File: src/rtl/mips_writeback.sv
// MEM/WB retirement stage: queues retiring instructions, waits for load data and drives the register file write port.
// Optional retirement counter output enabled by defining WB_RETIRE_CNT_EN.
module mips_writeback #(
    parameter int DEPTH = 2,
    parameter int XLEN  = 32
) (
    input  logic            clk,
    input  logic            rst_n,
    input  logic            in_valid,
    output logic            in_ready,
    input  logic            in_reg_write,
    input  logic            in_reg_dest,
    input  logic [4:0]      in_rt,
    input  logic [4:0]      in_rd,
    input  logic            in_mem_to_reg,
    input  logic [XLEN-1:0] in_alu_result,
    input  logic            mem_rdata_valid,
    input  logic [XLEN-1:0] mem_rdata,
    output logic            wb_reg_write,
    output logic [4:0]      wb_rd,
    output logic [XLEN-1:0] wb_write_data,
    output logic            fwd_valid,
    output logic [4:0]      fwd_rd,
    output logic [XLEN-1:0] fwd_data,
`ifdef WB_RETIRE_CNT_EN
    output logic [31:0]     retire_count,
`endif
    output logic            err_stray_load
);

    localparam int AW = (DEPTH > 1) ? $clog2(DEPTH) : 1;
    localparam int CW = AW + 1;

    localparam logic [1:0] S_IDLE      = 2'd0;
    localparam logic [1:0] S_WAIT_LOAD = 2'd1;
    localparam logic [1:0] S_WRITE     = 2'd2;

    logic [4:0]      dest_q [DEPTH];
    logic [4:0]      dest_d [DEPTH];
    logic            rw_q   [DEPTH];
    logic            rw_d   [DEPTH];
    logic            m2r_q  [DEPTH];
    logic            m2r_d  [DEPTH];
    logic [XLEN-1:0] data_q [DEPTH];
    logic [XLEN-1:0] data_d [DEPTH];

    logic [AW-1:0]   wr_ptr_q, wr_ptr_d;
    logic [AW-1:0]   rd_ptr_q, rd_ptr_d;
    logic [CW-1:0]   count_q, count_d;
    logic [1:0]      state_q, state_d;
    logic            wb_reg_write_q, wb_reg_write_d;
    logic [4:0]      wb_rd_q, wb_rd_d;
    logic [XLEN-1:0] wb_data_q, wb_data_d;
    logic            err_q, err_d;

    logic            push_s;
    logic            pop_s;
    logic [AW-1:0]   next_idx_s;
    logic [4:0]      head_dest_s;
    logic            head_rw_s;
    logic            head_m2r_s;
    logic [XLEN-1:0] head_data_s;

    assign in_ready    = (count_q < CW'(DEPTH));
    assign push_s      = in_valid && in_ready;
    assign pop_s       = (state_q == S_WRITE);
    assign next_idx_s  = rd_ptr_q + AW'(1);
    assign head_dest_s = dest_q[rd_ptr_q];
    assign head_rw_s   = rw_q[rd_ptr_q];
    assign head_m2r_s  = m2r_q[rd_ptr_q];
    assign head_data_s = data_q[rd_ptr_q];

    assign fwd_valid      = (state_q == S_WRITE) && head_rw_s && (head_dest_s != 5'd0);
    assign fwd_rd         = head_dest_s;
    assign fwd_data       = head_data_s;
    assign wb_reg_write   = wb_reg_write_q;
    assign wb_rd          = wb_rd_q;
    assign wb_write_data  = wb_data_q;
    assign err_stray_load = err_q;

    // Queue storage, pointers, head FSM and write-port next-state logic
    always_comb begin
        dest_d         = dest_q;
        rw_d           = rw_q;
        m2r_d          = m2r_q;
        data_d         = data_q;
        wr_ptr_d       = wr_ptr_q;
        rd_ptr_d       = rd_ptr_q;
        state_d        = state_q;
        wb_reg_write_d = 1'b0;
        wb_rd_d        = wb_rd_q;
        wb_data_d      = wb_data_q;
        count_d        = count_q + CW'(push_s) - CW'(pop_s);
        err_d          = err_q | (mem_rdata_valid && (state_q != S_WAIT_LOAD));

        if (push_s) begin
            dest_d[wr_ptr_q] = in_reg_dest ? in_rd : in_rt;
            rw_d[wr_ptr_q]   = in_reg_write;
            m2r_d[wr_ptr_q]  = in_mem_to_reg;
            data_d[wr_ptr_q] = in_alu_result;
            wr_ptr_d         = wr_ptr_q + AW'(1);
        end else begin
            wr_ptr_d = wr_ptr_q;
        end

        case (state_q)
            S_IDLE: begin
                // An empty queue lets a fresh push go straight to its first state
                if (count_q != CW'(0)) begin
                    state_d = head_m2r_s ? S_WAIT_LOAD : S_WRITE;
                end else if (push_s) begin
                    state_d = in_mem_to_reg ? S_WAIT_LOAD : S_WRITE;
                end else begin
                    state_d = S_IDLE;
                end
            end
            S_WAIT_LOAD: begin
                if (mem_rdata_valid) begin
                    data_d[rd_ptr_q] = mem_rdata;
                    state_d          = S_WRITE;
                end else begin
                    state_d = S_WAIT_LOAD;
                end
            end
            S_WRITE: begin
                rd_ptr_d       = next_idx_s;
                wb_reg_write_d = head_rw_s && (head_dest_s != 5'd0);
                wb_rd_d        = head_dest_s;
                wb_data_d      = head_data_s;
                if (count_q > CW'(1)) begin
                    state_d = m2r_q[next_idx_s] ? S_WAIT_LOAD : S_WRITE;
                end else if (push_s) begin
                    state_d = in_mem_to_reg ? S_WAIT_LOAD : S_WRITE;
                end else begin
                    state_d = S_IDLE;
                end
            end
            default: begin
                state_d = S_IDLE;
            end
        endcase
    end

    // State registers with synchronous active-low reset
    always_ff @(posedge clk) begin
        if (!rst_n) begin
            for (int i = 0; i < DEPTH; i++) begin
                dest_q[i] <= 5'd0;
                rw_q[i]   <= 1'b0;
                m2r_q[i]  <= 1'b0;
                data_q[i] <= '0;
            end
            wr_ptr_q       <= '0;
            rd_ptr_q       <= '0;
            count_q        <= '0;
            state_q        <= S_IDLE;
            wb_reg_write_q <= 1'b0;
            wb_rd_q        <= 5'd0;
            wb_data_q      <= '0;
            err_q          <= 1'b0;
        end else begin
            dest_q         <= dest_d;
            rw_q           <= rw_d;
            m2r_q          <= m2r_d;
            data_q         <= data_d;
            wr_ptr_q       <= wr_ptr_d;
            rd_ptr_q       <= rd_ptr_d;
            count_q        <= count_d;
            state_q        <= state_d;
            wb_reg_write_q <= wb_reg_write_d;
            wb_rd_q        <= wb_rd_d;
            wb_data_q      <= wb_data_d;
            err_q          <= err_d;
        end
    end

`ifdef WB_RETIRE_CNT_EN
    logic [31:0] retire_cnt_q, retire_cnt_d;

    // Every WRITE cycle is one retirement, suppressed writes included
    always_comb begin
        if (state_q == S_WRITE) begin
            retire_cnt_d = retire_cnt_q + 32'd1;
        end else begin
            retire_cnt_d = retire_cnt_q;
        end
    end

    // Retirement counter register
    always_ff @(posedge clk) begin
        if (!rst_n) begin
            retire_cnt_q <= 32'd0;
        end else begin
            retire_cnt_q <= retire_cnt_d;
        end
    end

    assign retire_count = retire_cnt_q;
`endif

endmodule

File: config.mk
export PLATFORM = sky130hd
export DESIGN_NAME = mips_writeback
export DESIGN_NICKNAME = d
export VERILOG_FILES = /design/src/rtl/mips_writeback.sv
export SDC_FILE = /design/constraint.sdc
export NUM_CORES = 1
export LEC_CHECK = 0
export BUFFER_PORTS_ARGS = -buffer_cell sky130_fd_sc_hd__buf_2
export CELL_PAD_IN_SITES_DETAIL_PLACEMENT = 0
export CELL_PAD_IN_SITES_GLOBAL_PLACEMENT = 2
export CORE_MARGIN = 5
export CORE_UTILIZATION = 34
export CTS_BUF_LIST = sky130_fd_sc_hd__clkbuf_4 sky130_fd_sc_hd__clkbuf_8
export DETAILED_ROUTE_END_ITERATION = 16
export MAX_ROUTING_LAYER = met4
export PLACE_DENSITY = 0.9
export SLEW_MARGIN = 20
export SYNTH_ARGS = -nofsm -noshare
export SYNTH_HDL_FRONTEND = slang
export SYNTH_SLANG_ARGS = --single-unit
File: constraint.sdc
create_clock -name clk -period 3.3 [get_ports clk]
set_input_delay 0 -clock clk [delete_from_list [all_inputs] [get_ports clk]]
set_output_delay 0 -clock clk [all_outputs]
set_load 0.005 [all_outputs]
==> impl_results.md, run 1 <==
* Pre-CTS setup slack at 1056 ps
* DRT Pass-1 Iters at 4
* Num rows at 47
* Die Ht at 139.3 um
* Vias in the first global route at 5791
* WP data arrival at 2940 ps
* CTS buffer count at 17
* Stages on worst setup path at 6
* Min Tclk post-route at 2569 ps
* Dpl hpwl at 10.87 mm
* Post-cts sizing count at 0
* Setup Viol. Count Final at 0
* Critical Path RT at 3670 ps
* Die width at 139.3 um
* Flop2flop setup slack at 730 ps
* Grt met2 use at 32.04%
* Max_cap viols at 0
* Number of distinct library cells after synthesis at 35
* Worst reg-to-reg path cell count at 6
* Max IR drop VDD at 0.3917 mV
* Io pins at 159
* Clock latency on the worst-skew pair at 430 ps
* Most used DFF post-synth: dfxtp_1
* Synth top area cells: dfxtp_1 (43%), nor2_1 (10%), mux2i_1 (7.4%)
* Cell area after placement at 0.006525 mm2
* Post-DRT Antenna Nets at 0
* Synth area leader: dfxtp_1
* Fin nets at 959
* Syn Area/Cell at 8.966 um2
* Layout area overhead at 42.28%
* Design area at 0.008088 mm2
* Final WL at 17.24 mm
* Fill cells at 1586
* Post-CTS setup buffer count at 0
* TritonCTS clock tree: yes
* Hold path startpoint: in_valid
* Fin Setup TNS at 0 ps
* Unrepaired setup endpoints after global routing: false
* Layout cells sized above 1 at 31.08%
* Multi-input logic area at 0.002902 mm2
* Worst slew margin at 33.50%
* Initial antenna violation count at 0
* CP max stage delay at 600 ps
* Most used cell, CP: buf_4
* IO Port Bufs at 158
* Syn_nets at 717
* Critical Path End Type: flop
* Met1 Track Usage GR at 20.64%
* Number of buffer and inverter stages on the critical path at 3
* Die ar. at 0.01940 mm2
* Setup crit start kind: flop
* Core area at 0.01647 mm2
* Vias at 5426
* FF+latch area at 0.002464 mm2
* Post-synthesis sequential area ratio at 43.32%
* All-Layer GR Usage at 18.21%
* Drt wl/cell at 15.56 um
* Share of the synthesized area in the top cell type at 43.32%
* Cts-stage hold buffer count at 111
* Power density over cell area at 736.4 mW/mm2
* Hold depth at 4
* Largest net degree at the start of global routing at 65
* Synth warn at 0
* CP max-delay cell: dlygate4sd3_1
* CP Max Fanout at 64
* Final Hold Viols at 0
* Commonest cells after routing, fill and taps aside: nor2_1 (158), buf_2 (158), dfxtp_1 (122), dlygate4sd3_1 (111), nand2_1 (69)
* Post-synthesis cell area at 0.005684 mm2
* First-pass GRT wire length at 28.43 mm
* Worst r2r src: rd_ptr_q
* Post-synth EDFFs at 0
* DR iter-0 viols at 212
* Worst-Margin Slew at 997.4 ps
* ANT cells at 0
* CP Class: reg -> reg
* Ys async rst share at 0%
* Pleak at 3.514 nW
* GR Util met3 at 3.499%
* Final worst slack at 730.7 ps
* Hold Path End: wr_ptr_q
* Achievable Freq at 389.2 MHz
* Via/cell ratio at 4.897
* Final worst-path cycle share at 77.86%
* DRC viols at 0
* #FFs+latches synth at 123
* Busiest grt layer: met2
* Clk buf depth at 2
* Grt ovf at 0
* Class of the worst hold path: in -> reg
* Worst r2r dst: data_q[11]
* CP Cell Sequence: buf_4 -> nand4b_1 -> buf_4 -> nor2_1 -> a311oi_1 -> dlygate4sd3_1
* Final setup skew at 13.95 ps
* Max-slew violation count at 0
* Initial Utilization at 34.52%
* Routability cong. at 0.7719
* CTS root buffer: clkbuf_8
* Mapped Cells at 634
* Htree depth at 4
* Status: finished clean
* Reg clk slew, reported paths at 80 ps
* Clock sinks at 123
* Kind of cell adding the most delay to the critical path: buffers and inverters
[state kept, by name, summed over array words and instances, names as in the netlist]
register,flops
data_q,64
wb_write_data,32
dest_q,10
wb_rd,5
count_q,2
m2r_q,2
rw_q,2
state_q,2
err_stray_load,1
rd_ptr_q,1
wb_reg_write,1
wr_ptr_q,1
[worst register-to-register path, cell delays in order (launching register included)]
cell	delay, ps
dfxtp_2	330
buf_4	330
nand4b_1	210
buf_4	550
nor2_1	180
a311oi_1	310
dlygate4sd3_1	600
[routing by layer]
| metal | routed length (um) | share of wire (%) |
|---|---|---|
| met5 | 0 | 0 |
| met4 | 259 | 1.5 |
| met3 | 616 | 3.6 |
| met2 | 8858 | 51 |
| met1 | 7509 | 44 |
[worst max path at each step]
| stage | end | slack (ps) | start |
|---|---|---|---|
| after floorplan | count_q[1] | 1520 | state_q[0] |
| after global placement | data_q[44] | 1150 | state_q[1] |
| after detailed placement | data_q[47] | 1060 | state_q[1] |
| after CTS | data_q[25] | 800 | count_q[1] |
| after global routing | data_q[21] | 590 | count_q[1] |
| final | data_q[11] | 730 | rd_ptr_q |
[cell type report]
class | instances | area share (%)
clock inverter | 6 | 1.671
multi-input combinational | 451 | 35.88
tap | 220 | 3.403
inverter | 6 | 0.3094
timing repair buffer | 277 | 24.41
sequential | 123 | 30.46
clock buffer | 25 | 3.868
[cell usage after synthesis (2+ instances only)]
| library cell | instances |
|---|---|
| inv_2 | 2 |
| inv_1 | 4 |
| xnor2_1 | 4 |
| nand2b_1 | 2 |
| buf_12 | 3 |
| and2_1 | 2 |
| ha_1 | 2 |
| mux2i_1 | 42 |
| nor3_1 | 39 |
| clkbuf_1 | 20 |
| a311oi_1 | 32 |
| a211oi_1 | 12 |
| nor4_1 | 2 |
| mux2_2 | 37 |
| a21oi_1 | 6 |
| buf_2 | 20 |
| dfxtp_1 | 123 |
| buf_1 | 4 |
| nor2_1 | 158 |
| buf_4 | 6 |
| nand2_1 | 69 |
| a211oi_2 | 32 |
[cells by family after synthesis]
logic type	after synthesis	share of synthesized area (%)
xor+xnor	4	0.6163
compound gates	87	14.79
fa+ha+maj	2	0.4402
simple gates	279	20.32
mux	79	14.73
flops	123	43.32
buf+inv	60	5.789
[where the power goes]
group / internal (mW) / leakage [nW] / switching, mW / total, mW
combinational: 1.12 / 2.28 / 1.23 / 2.35
sequential: 1.88 / 1.01 / 0.218 / 2.10
clock: 0.923 / 0.224 / 0.589 / 1.51
[stage by stage]
step | power (mW) | hold WS (ps) | util, % | cells
3_3_place_gp | 4.268 | 259.7 | 39.63 | 966
3_5_place_dp | 4.349 | 282.4 | 39.63 | 966
4_1_cts | 6.026 | 25.90 | 49.10 | 1108
2_1_floorplan | 3.673 | 121.7 | - | 634
6_report | 5.956 | 59.50 | 49.12 | 1108
5_1_grt | 6.378 | 71.12 | 49.12 | 1108
(Power assumes the default switching activity.)
==> inputs of run 2 (changes only) <==
--- a/config.mk
+++ b/config.mk
@@ -9,11 +9,11 @@
 export CELL_PAD_IN_SITES_DETAIL_PLACEMENT = 0
 export CELL_PAD_IN_SITES_GLOBAL_PLACEMENT = 2
 export CORE_MARGIN = 5
-export CORE_UTILIZATION = 34
+export CORE_UTILIZATION = 29
 export CTS_BUF_LIST = sky130_fd_sc_hd__clkbuf_4 sky130_fd_sc_hd__clkbuf_8
 export DETAILED_ROUTE_END_ITERATION = 16
 export MAX_ROUTING_LAYER = met4
-export PLACE_DENSITY = 0.9
+export PLACE_DENSITY = 0.82
 export SLEW_MARGIN = 20
 export SYNTH_ARGS = -nofsm -noshare
 export SYNTH_HDL_FRONTEND = slang
==> constraint.sdc (replaced) <==
create_clock -name clk -period 2.05 [get_ports clk]
set_input_delay 0 -clock clk [delete_from_list [all_inputs] [get_ports clk]]
set_output_delay 0 -clock clk [all_outputs]
set_load 0.005 [all_outputs]
==> run 2 against run 1 <==
Compared with the run above: clock power is 54% higher; clock skew is 6.0 ps higher; first-iteration DRC count is 6.6% lower; sequential cell count stayed put; clock-buffer cell count is 6 lower; sequential power is 60% higher; worst setup slack worse by 540 ps; final cell count is 2.1% higher; die area is 16% higher; cell area is 1.8% lower; core utilization is 8.2 points lower; critical path type is now reg -> out; largest cell class unchanged; largest power group unchanged.
==> impl_results.md, run 2 (synthesized netlist as in run 1, its figures left out) <==
* Status: finished clean
* Largest net degree at the start of global routing at 65 (unchanged)
* Final WL at 16.99 mm (-1.5%)
* Clock latency on the worst-skew pair at 450 ps (+20 ps)
* Clk buf depth at 2 (unchanged)
* Setup crit start kind: flop
* Unrepaired setup endpoints after global routing: false
* Layout cells sized above 1 at 32.95% (+1.9 points)
* Clk pwr share at 24.6% (-0.8 points)
* Fin nets at 935 (-2.5%)
* Power density over cell area at 1188 mW/mm2 (+61%)
* Fill cells at 2023 (+28%)
* Initial antenna violation count at 0 (unchanged)
* Die ar. at 0.02250 mm2 (+16%)
* Htree depth at 4 (unchanged)
* Worst slew margin at 62.65% (+29 points)
* Layout area overhead at 39.67%
* Final Hold Viols at 0 (unchanged)
* Pleak at 3.351 nW (-4.6%)
* Critical Path RT at 2050 ps (-1620 ps)
* Num rows at 51 (+8.5%)
* Net Sw Power at 3.372 mW (+66%)
* Max IR drop VDD at 0.4660 mV (+19%)
* Max_cap viols at 0 (unchanged)
* DRT Pass-1 Iters at 4 (unchanged)
* Hold WS at 55.33 ps (-4.168 ps)
* First-pass GRT wire length at 26.70 mm (-6.1%)
* Reg clk slew, reported paths at 70 ps (about the same)
* Io pins at 159 (unchanged)
* Worst-Margin Slew at 560.3 ps (-437.1 ps)
* Cell area after placement at 0.006716 mm2 (+2.9%)
* Sequential share of power at 35.7% (+0.5 points)
* Critical Path End Type: output port
* Initial Utilization at 29.30% (-5.2 points)
* Int Power at 6.059 mW (+55%)
* Dpl hpwl at 10.94 mm (+0.66%)
* Die width at 150 um (+7.7%)
* Class of the worst hold path: in -> reg
* Grt ovf at 0 (unchanged)
* Core area at 0.01940 mm2 (+18%)
* Via/cell ratio at 4.580 (-6.5%)
* CP Max Fanout at 25 (-61%)
* IO Port Bufs at 158 (unchanged)
* DR iter-0 viols at 198 (-6.6%)
* Final setup skew at 19.90 ps (+5.956 ps)
* All-Layer GR Usage at 15.46% (-2.7 points)
* Clock sinks at 123 (unchanged)
* WP data arrival at 1860 ps (-1080 ps)
* CP Class: reg -> out
* Min Tclk post-route at 1861 ps
* DRC viols at 0 (unchanged)
* Setup Viol. Count Final at 0 (unchanged)
* Vias in the first global route at 5160 (-11%)
* Die Ht at 150 um (+7.7%)
* Max FFs per register at 64 (unchanged)
* Post-DRT Antenna Nets at 0 (unchanged)
* Top reg by flops: data_q
* Vias at 5180 (-4.5%)
* Max-slew violation count at 0 (unchanged)
* CTS buffer count at 17 (unchanged)
* Comb power frac at 39.7% (+0.3 points)
* Fin Setup TNS at 0 ps (unchanged)
* Final worst-path cycle share at 90.78%
* TritonCTS clock tree: yes
* Design area at 0.007939 mm2 (-1.8%)
* CTS root buffer: clkbuf_8
* Achievable Freq at 537.4 MHz
* Switch share at 35.75% (+1.6 points)
* Commonest cells after routing, fill and taps aside: nor2_1 (158), buf_2 (158), dfxtp_1 (122), dlygate4sd3_1 (79), nand2_1 (69)
* Routability cong. at 0.7210 (-6.6%)
* Drt wl/cell at 15.02 um (-3.5%)
[run 2: routing by layer]
| layer | part of all wire, % | vias to the layer above | global-route usage, % | wire, um |
|---|---|---|---|---|
| met2 | 46 | 137 | 24.17 | 7829 |
| met5 | 0 | - | - | 0 |
| met3 | 4.3 | 21 | 3.543 | 733 |
| met1 | 48 | 2384 | 19.75 | 8129 |
| met4 | 1.7 | 0 | 5.215 | 292 |
| li1 | - | 2638 | - | - |
[run 2: path summary, 6_finish.rpt]
check                  start          to  slack, ps  cells after the start
setup / recovery    rd_ptr_q   fwd_valid        190                      5
hold / removal      in_rd[4]   dest_q[9]         60                      3
setup reg to reg  state_q[0]  data_q[57]        400                      5
hold reg to reg      rw_q[0]     rw_q[0]        470                      2
[run 2: through the flow]
step / util [%] / power [mW] / instances / setup slack [ps]
after floorplan: - / 5.912 / 634 / 273.0
after global placement: 34.62 / 7.096 / 1019 / 430.2
after detailed placement: 34.62 / 7.097 / 1019 / 408.2
after CTS: 40.89 / 9.582 / 1130 / 44.64
after global routing: 40.91 / 10.11 / 1130 / 43.32
final: 40.92 / 9.431 / 1131 / 189.0
[run 2: what timing repair did]
action	in CTS	in global routing
resized for setup	0	1
buffers inserted	0	0
endpoints found under the setup margin	0	1
hold buffers	79	0
hold endpoints to repair	81	0
[run 2: critical path: stages, from the launching register on]
cell     delay (ps)
dfxtp_2         350
buf_6           270
mux2_2          410
nor2_1          160
nor3_1           70
buf_2           150
[run 2: cell type report]
class | count | area, um2 | share of cell area, %
Tap cell | 265 | 331.6 | 4.177
Multi-Input combinational cell | 451 | 2898 | 36.50
Timing Repair Buffer | 253 | 1793 | 22.58
Inverter | 6 | 25.02 | 0.3152
Antenna cell | 1 | 2.502 | 0.03152
Sequential cell | 123 | 2464 | 31.03
Clock inverter | 13 | 170.2 | 2.143
Clock buffer | 19 | 255.2 | 3.215
[run 2: power groups by stage]
stage | clock, mW | sequential, mW | combinational (mW)
6_report | 2.32 | 3.37 | 3.74
5_1_grt | 2.49 | 3.46 | 4.16
4_1_cts | 2.40 | 3.37 | 3.81
3_5_place_dp | 0 | 3.42 | 3.68
3_3_place_gp | 0 | 3.40 | 3.69
2_1_floorplan | 0 | 3.38 | 2.53
==> inputs of run 3 (changes only) <==
--- a/config.mk
+++ b/config.mk
@@ -13,7 +13,7 @@
 export CTS_BUF_LIST = sky130_fd_sc_hd__clkbuf_4 sky130_fd_sc_hd__clkbuf_8
 export DETAILED_ROUTE_END_ITERATION = 16
 export MAX_ROUTING_LAYER = met4
-export PLACE_DENSITY = 0.82
+export PLACE_DENSITY = 0.83
 export SLEW_MARGIN = 20
 export SYNTH_ARGS = -nofsm -noshare
 export SYNTH_HDL_FRONTEND = slang
==> constraint.sdc (replaced) <==
create_clock -name clk -period 2.05 [get_ports clk]
set_input_delay 0 -clock clk [delete_from_list [all_inputs] [get_ports clk]]
set_output_delay 0 -clock clk [all_outputs]
set_load 0.01 [all_outputs]
==> run 3 against run 2 <==
Compared with the run above: first-iteration DRC count rose by 25%; hold slack better by 300 ps; clock-buffer cell count did not move; core utilization is 1.7 points higher; maximum frequency down 3.9%; critical path type is now reg -> reg; combinational power up 8.6%; sequential share of layout area down 1.2 points; clock skew fell by 6.8 ps; global-route usage up 0.37 points.
==> impl_results.md, run 3 (synthesized netlist as in run 1, its figures left out) <==
* Status: finished clean
* Io pins at 159 (unchanged)
* Pleak at 3.567 nW (+6.4%)
* Max FFs per register at 64 (unchanged)
* Final setup skew at 13.13 ps (-6.771 ps)
* Largest net degree at the start of global routing at 54 (-17%)
* Critical Path RT at 2430 ps (+380 ps)
* Min Tclk post-route at 1935 ps (+74.52 ps)
* CTS root buffer: clkbuf_8
* CP max-delay cell: dlygate4sd3_1
* Max-slew violation count at 0 (unchanged)
* Final Hold Viols at 0 (unchanged)
* Vias in the first global route at 5506 (+6.7%)
* Clock sinks at 123 (unchanged)
* CTS buffer count at 17 (unchanged)
* DR iter-0 viols at 248 (+25%)
* Max_cap viols at 0 (unchanged)
* Unrepaired setup endpoints after global routing: false
* Initial Utilization at 29.30% (unchanged)
* WP data arrival at 2310 ps (+450 ps)
* Htree depth at 4 (unchanged)
* Fin nets at 968 (+3.5%)
* Clk buf depth at 2 (unchanged)
* Final worst-path cycle share at 94.41% (+3.6 points)
* Final Util at 42.61% (+1.7 points)
* CP Cell Sequence: nor2b_4 -> and2_4 -> clkbuf_16 -> nand2_1 -> a311oi_1 -> dlygate4sd3_1
* CP max stage delay at 590 ps (+180 ps)
* Fill cells at 2023 (unchanged)
* Die Ht at 150 um (unchanged)
* All-Layer GR Usage at 15.82% (+0.37 points)
* Power density over cell area at 1170 mW/mm2 (-1.5%)
* Layout cells sized above 1 at 32.07% (-0.88 points)
* Setup crit start kind: flop
* Via/cell ratio at 4.616 (+0.78%)
* IO Port Bufs at 158 (unchanged)
* Core area at 0.01940 mm2 (unchanged)
* DRC viols at 0 (unchanged)
* CP Max Fanout at 11 (-56%)
* Hold WS at 355.2 ps (+299.8 ps)
* Commonest cells after routing, fill and taps aside: nor2_1 (158), buf_2 (158), dfxtp_1 (120), dlygate4sd3_1 (111), nand2_1 (69)
* First-pass GRT wire length at 27.59 mm (+3.3%)
* Layout area overhead at 45.43%
* Final WL at 17.57 mm (+3.5%)
* Drt wl/cell at 15.11 um (+0.62%)
* CP Class: reg -> reg
* Critical Path End Type: flop
* Dpl hpwl at 10.86 mm (-0.75%)
* Initial antenna violation count at 0 (unchanged)
* Die width at 150 um (unchanged)
* Kind of cell adding the most delay to the critical path: buffers and inverters
* Max IR drop VDD at 0.4722 mV (+1.3%)
* DRT Pass-1 Iters at 5 (+1)
* Reg clk slew, reported paths at 80 ps (about the same)
* Num rows at 51 (unchanged)
* Vias at 5368 (+3.6%)
* Routability cong. at 0.7268 (+0.80%)
* Post-DRT Antenna Nets at 0 (unchanged)
* ANT cells at 0 (-1)
* TritonCTS clock tree: yes
* Achievable Freq at 516.7 MHz (-3.9%)
* Top reg by flops: data_q
* Die ar. at 0.02250 mm2 (unchanged)
* Grt ovf at 0 (unchanged)
* Worst slew margin at 66.38% (+3.7 points)
* Fin Setup TNS at 0 ps (unchanged)
* Clock latency on the worst-skew pair at 440 ps (about the same)
* Setup Viol. Count Final at 0 (unchanged)
* Class of the worst hold path: in -> reg
* Number of buffer and inverter stages on the critical path at 2 (unchanged)
* Worst-Margin Slew at 504.3 ps (-56.02 ps)
==> run 3: changes by cell type in the layout (fill, tap and decap cells not counted), moves of 2 or more <==
cell | before | now
buf_12 | 7 | 4
dfxtp_1 | 122 | 120
clkbuf_16 | 0 | 3
dlygate4sd3_1 | 79 | 111
==> run 3: stage by stage <==
step / std cells / setup slack, ps / power [mW] / cell area (um2)
after CTS: 1160 / 55.43 / 9.754 / 8197
after global routing: 1163 / 23.04 / 10.38 / 8267
after global placement: 1017 / 413.5 / 7.248 / 6676
final: 1163 / 114.5 / 9.675 / 8267
after detailed placement: 1017 / 373.3 / 7.264 / 6676
after floorplan: 634 / 273.0 / 6.118 / 5684
==> run 3: what timing repair did <==
action / 4_1_cts / 5_1_grt
setup endpoints to repair: 1 / 22
gates cloned: 0 / 2
buffers inserted: 0 / 1
hold buffers: 111 / 0
endpoints found under the hold margin: 84 / 0
resized for setup: 1 / 5
==> run 3: final timing paths <==
path,startpoint,end,slack [ps],depth (start not counted)
worst max-delay path,count_q[1],data_q[17],110,6
worst min-delay path,in_reg_write,rw_q[1],360,4
worst max register to register,count_q[1],data_q[17],110,6
worst min register to register,rw_q[0],rw_q[0],460,2
==> run 3: layout make-up <==
class                           count  area [um2]  area share (%)
Inverter                            6       25.02          0.3027
Multi-Input combinational cell    451        2899           35.07
Tap cell                          265       331.6           4.011
Clock inverter                     13       145.1           1.756
Clock buffer                       19       261.5           3.163
Sequential cell                   123        2469           29.86
Timing Repair Buffer              286        2136           25.84
==> run 3: worst register-to-register path, cell delays in order, from the launching register on <==
cell           delay (ps)
dfxtp_1               380
nor2b_4               180
and2_4                220
clkbuf_16             190
nand2_1                60
a311oi_1              270
dlygate4sd3_1         590
==> run 3: power breakdown <==
| group | internal, mW | total, mW | switching, mW |
|---|---|---|---|
| combinational | 1.90 | 4.06 | 2.16 |
| clock | 1.15 | 2.20 | 1.05 |
| sequential | 3.03 | 3.42 | 0.386 |
| total | 6.09 | 9.68 | 3.59 |
==> run 3: per-layer routing <==
layer / routed length [um] / track usage, % / vias up
met5: 0 / - / -
met4: 217 / 4.895 / 0
met3: 771 / 3.664 / 13
met2: 8459 / 26.04 / 126
met1: 8124 / 19.30 / 2526
li1: - / - / 2703
